<file path="config.mk">
export PLATFORM = sky130hd
export DESIGN_NAME = bram_flush_ctrl
export DESIGN_NICKNAME = d
export VERILOG_FILES = /design/src/rtl/bram_flush_ctrl.sv
export SDC_FILE = /design/constraint.sdc
export NUM_CORES = 1
export LEC_CHECK = 0
export CAP_MARGIN = 20
export CORE_ASPECT_RATIO = 0.8
export CORE_MARGIN = 1.5
export CORE_UTILIZATION = 40
export DETAILED_ROUTE_END_ITERATION = 8
export PLACE_DENSITY = 0.83
export SLEW_MARGIN = 40
export SYNTH_ARGS = -nofsm -noshare
export SYNTH_HDL_FRONTEND = slang
export SYNTH_SLANG_ARGS = --single-unit
</file>
<file path="constraint.sdc">
create_clock -name clk -period 2.7 [get_ports clk]
set_input_delay 0.81 -clock clk [delete_from_list [all_inputs] [get_ports clk]]
set_output_delay 0.81 -clock clk [all_outputs]
set_load 0.02 [all_outputs]
</file>
<file path="src/rtl/bram_flush_ctrl.sv">
`default_nettype none
// ============================================================================
// Module   : bram_flush_ctrl
// Purpose  : BRAM write-port sequencer: registered user-write pass-through,
//            or a full sweep of every word with FLUSH_VALUE on request.
// Revision : 1.0
// ============================================================================
module bram_flush_ctrl #(
  parameter int                    ADDR_WIDTH  = 10,
  parameter int                    DATA_WIDTH  = 36,
  parameter int                    DEPTH       = 1024,
  parameter logic [DATA_WIDTH-1:0] FLUSH_VALUE = {DATA_WIDTH{1'b0}}
) (
  input  logic                  clk,
  input  logic                  reset,
  input  logic                  flush_en,
  input  logic                  flush_req,
  input  logic                  usr_we,
  input  logic [ADDR_WIDTH-1:0] usr_addr,
  input  logic [DATA_WIDTH-1:0] usr_wdata,
  output logic                  usr_ready,
  output logic                  bram_we,
  output logic [ADDR_WIDTH-1:0] bram_addr,
  output logic [DATA_WIDTH-1:0] bram_wdata,
  output logic                  busy,
  output logic                  done
);

  typedef enum logic [1:0] {
    IDLE  = 2'd0,
    FLUSH = 2'd1,
    DONE  = 2'd2
  } state_t;

  // One extra counter bit lets DEPTH == 2**ADDR_WIDTH terminate without wrap.
  localparam logic [ADDR_WIDTH:0] CNT_LAST = (ADDR_WIDTH+1)'(DEPTH);

  state_t                  state_q, state_d;
  logic [ADDR_WIDTH:0]     cnt_q, cnt_d;
  logic                    we_q, we_d;
  logic [ADDR_WIDTH-1:0]   addr_q, addr_d;
  logic [DATA_WIDTH-1:0]   wdata_q, wdata_d;
  logic                    busy_q, busy_d;
  logic                    done_q, done_d;
  logic                    start;

  assign start     = flush_en & flush_req;
  assign usr_ready = (state_q == IDLE) & ~start;

  always_comb begin
    state_d = state_q;
    cnt_d   = cnt_q;
    we_d    = 1'b0;
    addr_d  = addr_q;
    wdata_d = wdata_q;
    busy_d  = busy_q;
    done_d  = 1'b0;
    case (state_q)
      IDLE: begin
        if (start) begin
          state_d = FLUSH;
          cnt_d   = {{ADDR_WIDTH{1'b0}}, 1'b1};
          we_d    = 1'b1;
          addr_d  = '0;
          wdata_d = FLUSH_VALUE;
          busy_d  = 1'b1;
        end else if (usr_we) begin
          we_d    = 1'b1;
          addr_d  = usr_addr;
          wdata_d = usr_wdata;
        end
      end
      FLUSH: begin
        // cnt is one ahead of the address currently on the BRAM port.
        if (cnt_q == CNT_LAST) begin
          state_d = DONE;
          done_d  = 1'b1;
        end else begin
          we_d    = 1'b1;
          addr_d  = cnt_q[ADDR_WIDTH-1:0];
          wdata_d = FLUSH_VALUE;
          cnt_d   = cnt_q + 1'b1;
        end
      end
      DONE: begin
        state_d = IDLE;
        busy_d  = 1'b0;
        cnt_d   = '0;
      end
      default: begin
        state_d = IDLE;
        busy_d  = 1'b0;
        cnt_d   = '0;
      end
    endcase
  end

  always_ff @(posedge clk) begin
    if (reset) begin
      state_q <= IDLE;
      cnt_q   <= '0;
      we_q    <= 1'b0;
      addr_q  <= '0;
      wdata_q <= '0;
      busy_q  <= 1'b0;
      done_q  <= 1'b0;
    end else begin
      state_q <= state_d;
      cnt_q   <= cnt_d;
      we_q    <= we_d;
      addr_q  <= addr_d;
      wdata_q <= wdata_d;
      busy_q  <= busy_d;
      done_q  <= done_d;
    end
  end

  assign bram_we    = we_q;
  assign bram_addr  = addr_q;
  assign bram_wdata = wdata_q;
  assign busy       = busy_q;
  assign done       = done_q;

endmodule
`default_nettype wire

</file>
==> results_dict.tcl <==
set metrics [dict create \
    switching_power_w 0.000580 \
    grt_start_max_net_pins 37 \
    syn-num-nets 349 \
    synth-edff-count 0 \
    cp.required_ns 1.89 \
    synth_seq_cells 62 \
    whs_path_depth 2 \
    io_buffers 100 \
    status "completed" \
    layout-drive-gt1-share_pct 11.1 \
    cpLargestDelayFamily "buffers and inverters" \
    combPwrFrac_pct 18.6 \
    irDropWorstVdd_mv 0.349 \
    synthXorXnorAreaFrac_pct 1.62 \
    dieHeight_um 76.4 \
    layout.nets 447 \
    powerDensity_nw_per_um2 572 \
    post_cts_buffers 0 \
    synth_top_family_by_area "simple AND/OR/NAND/NOR gates" \
    grt_pass1_wl_um 12000 \
    dr.first_iter.drc_count 98 \
    post-route-util_pct 61.8 \
    swShare_pct 25.5 \
    syn_inst 296 \
    p_int_w 0.00169 \
    antenna_found_initial 0 \
    vias 2574 \
    netlist_area_um2 2700 \
    cp.buffers_inverters 3 \
    worstHoldPathType "register to register" \
    setup_viol 0 \
    fin_skew_ns 0.00711 \
    ys_seq_area_share_pct 46.1 \
    cp_slowest_cell "clkdlybuf4s50_1" \
    yosysTopAreaCell "dfxtp_1" \
    setup_tns_ns 0 \
    worstMarginPinSlew_ns 0.492 \
    clockPowerShare_pct 37.4 \
    synth.distinct_cells 36 \
    arrival_ns 1.82 \
    dpl-instance-area_um2 3780 \
    cts_buffer_depth 2 \
    diodes 0 \
    hpwl_um 5170 \
    timing.slew.headroom_pct 67.2 \
    rows 26 \
    cp_cell_sequence "clkdlybuf4s50_1 > a211o_2 > inv_2 > buf_4" \
    cp_num_cells 4 \
    clock_latency_ns 0.33 \
    fin_crit_sh_pct 97.5 \
    pre_cts_ws_ns -0.417 \
    area_delta_synth_final_pct 47.6 \
    syn_avg_cell_area_um2 9.11 \
    synth_ff_type "dfxtp_1" \
    dieArea_um2 7240 \
    fin_crit_ns 2.63 \
    core_um2 6440 \
    worstSetupPathType "primary input to output pin" \
    ctsHtreeMaxLevel 3 \
    cts_tree "done" \
    place_congestion 0.856 \
    cts_hold_buf 0 \
    synthMuxAreaShare_pct 0 \
    p_seq_share_pct 43.9 \
    rsz0062_at_grt "false" \
    synth_compound_area_share_pct 19.3 \
    yosys_warnings 0 \
    final_area_um2 3980 \
    wirelength_um 7480 \
    synth_simple_gate_area_share_pct 26.0 \
    route.antenna.remaining_nets 0 \
    grt_usage_pct 21.0 \
    synth_area_leaders "dfxtp_1 46%, nand4_1 9.3%, nand2b_1 8.4%" \
    reg2reg_depth 5 \
    synthAdderAreaFrac_pct 0.929 \
    globalRoute.totalOverflow 0 \
    viasPerCell 5.34 \
    finalHoldViolations 0 \
    die_w_um 94.8 \
    cts_buffers 9 \
    clock-root-buffer "clkbuf_8" \
    leakage_nw 1.39 \
    cts_sinks 62 \
    io_pins 101 \
    firstDrtPassIters 4 \
    worst_slack_ns 0.0676 \
    yosysTopAreaCellShare_pct 46.1 \
    worstSetupStartpointType "primary input" \
    initial_core_util_pct 41.8 \
    clk_pin_slew_ns 0.07 \
    routedWlPerCell_um 15.5 \
    cpPeakStageDelay_ns 0.43 \
    slew_violations 0 \
    grt_pass1_vias 2503 \
    drv_cap 0 \
    synthArstFlopShare_pct 0 \
    critPathCaptureType "output pin" \
    critPathMaxFanout 4 \
    drc 0 \
    fmax_ghz 0.380 \
]
[synth_stat cells (4+ instances only)]
cell and instances:
a211oi_1 6, a211oi_2 4, a21oi_1 18, a22oi_1 10, buf_1 8, buf_2 6, buf_6 5, clkbuf_1 8
dfxtp_1 62, inv_1 5, nand2b_1 36, nand3_1 6, nand4_1 40, nor2_1 7, o21ai_0 38, o21ai_1 4
or3_1 4, xor2_1 4
[tightest hold or removal path, stage by stage (launching register included)]
cell and delay, ns:
dfxtp_1 0.31, nand2b_1 0.06, o21ai_1 0.05
[cells by family after synthesis]
group           count (synthesis)
buf+inv                        32
simple gates                  111
flops                          62
fa+ha+maj                       2
compound gates                 84
xor+xnor                        5
[power by group through the flow]
stage	Combinational, W	Sequential, W	Clock, W
6_report	0.000424	0.000999	0.000851
5_1_grt	0.000455	0.00100	0.000911
4_1_cts	0.000424	0.000999	0.000871
3_5_place_dp	0.000424	0.00102	0
3_3_place_gp	0.000418	0.00102	0
2_1_floorplan	0.000149	0.00108	0
[flip-flops by register name, summed over array words and instances (netlist names)]
| register | flops |
|---|---|
| state_q | 2 |
| busy | 1 |
| bram_we | 1 |
| bram_wdata | 36 |
| bram_addr | 10 |
| cnt_q | 11 |
| done | 1 |
[stage by stage]
step	total power, W	cells	hold WS, ns
finish	0.00227	482	0.469
global placement	0.00143	467	0.453
global route	0.00237	482	0.498
CTS	0.00229	482	0.471
floorplan	0.00122	296	0.450
detailed placement	0.00144	467	0.455
[placed cells by master (no fill, tap or decap), types with 3 or more instances in the layout]
cell type | synthesis | layout
a211oi_1 | 6 | 6
a211oi_2 | 4 | 4
a21oi_1 | 18 | 17
a22oi_1 | 10 | 10
buf_4 | 0 | 14
clkbuf_8 | 0 | 9
clkdlybuf4s50_1 | 0 | 98
clkinv_2 | 0 | 3
dfxtp_1 | 62 | 62
inv_1 | 5 | 4
nand2_1 | 3 | 3
nand2b_1 | 36 | 36
nand3_1 | 6 | 6
nand4_1 | 40 | 40
nor2_1 | 7 | 7
nor3b_1 | 3 | 3
o21ai_0 | 38 | 38
o21ai_1 | 4 | 4
or3_1 | 4 | 4
xor2_1 | 4 | 4
[path summary, 6_finish.rpt]
path,start,end,slack (ns)
setup / recovery,flush_en,usr_ready,0.07
hold / removal,bram_wdata[24]$_SDFFE_PP0P_,bram_wdata[24]$_SDFFE_PP0P_,0.47
hold reg to reg,bram_wdata[24]$_SDFFE_PP0P_,bram_wdata[24]$_SDFFE_PP0P_,0.47
setup reg to reg,cnt_q[7]$_SDFFE_PP0P_,bram_wdata[4]$_SDFFE_PP0P_,1.00
[routing by layer]
| metal | up-vias | wire, um | part of all wire [%] | global-route usage, % |
|---|---|---|---|---|
| met1 | 1198 | 3550 | 47 | 27.6 |
| li1 | 1278 | - | - | - |
| met4 | 0 | 77 | 1.0 | 6.27 |
| met2 | 89 | 3330 | 44 | 32.6 |
| met5 | - | 0 | 0 | 0 |
| met3 | 9 | 532 | 7.1 | 6.89 |
[timing repair]
item                                    CTS  global route
gates cloned                              0             0
endpoints found under the setup margin    1             1
gates resized for setup                   4             2
pin swaps                                 0             0
[final cells by class]
type,instances,area [um^2]
Tap cell,84,105
Inverter,5,18.8
Sequential cell,62,1240
Clock inverter,5,75.1
Timing Repair Buffer,114,1110
Clock buffer,10,128
Fill cell,556,2460
Multi-Input combinational cell,202,1300
Power figures use the tool's default switching activity.
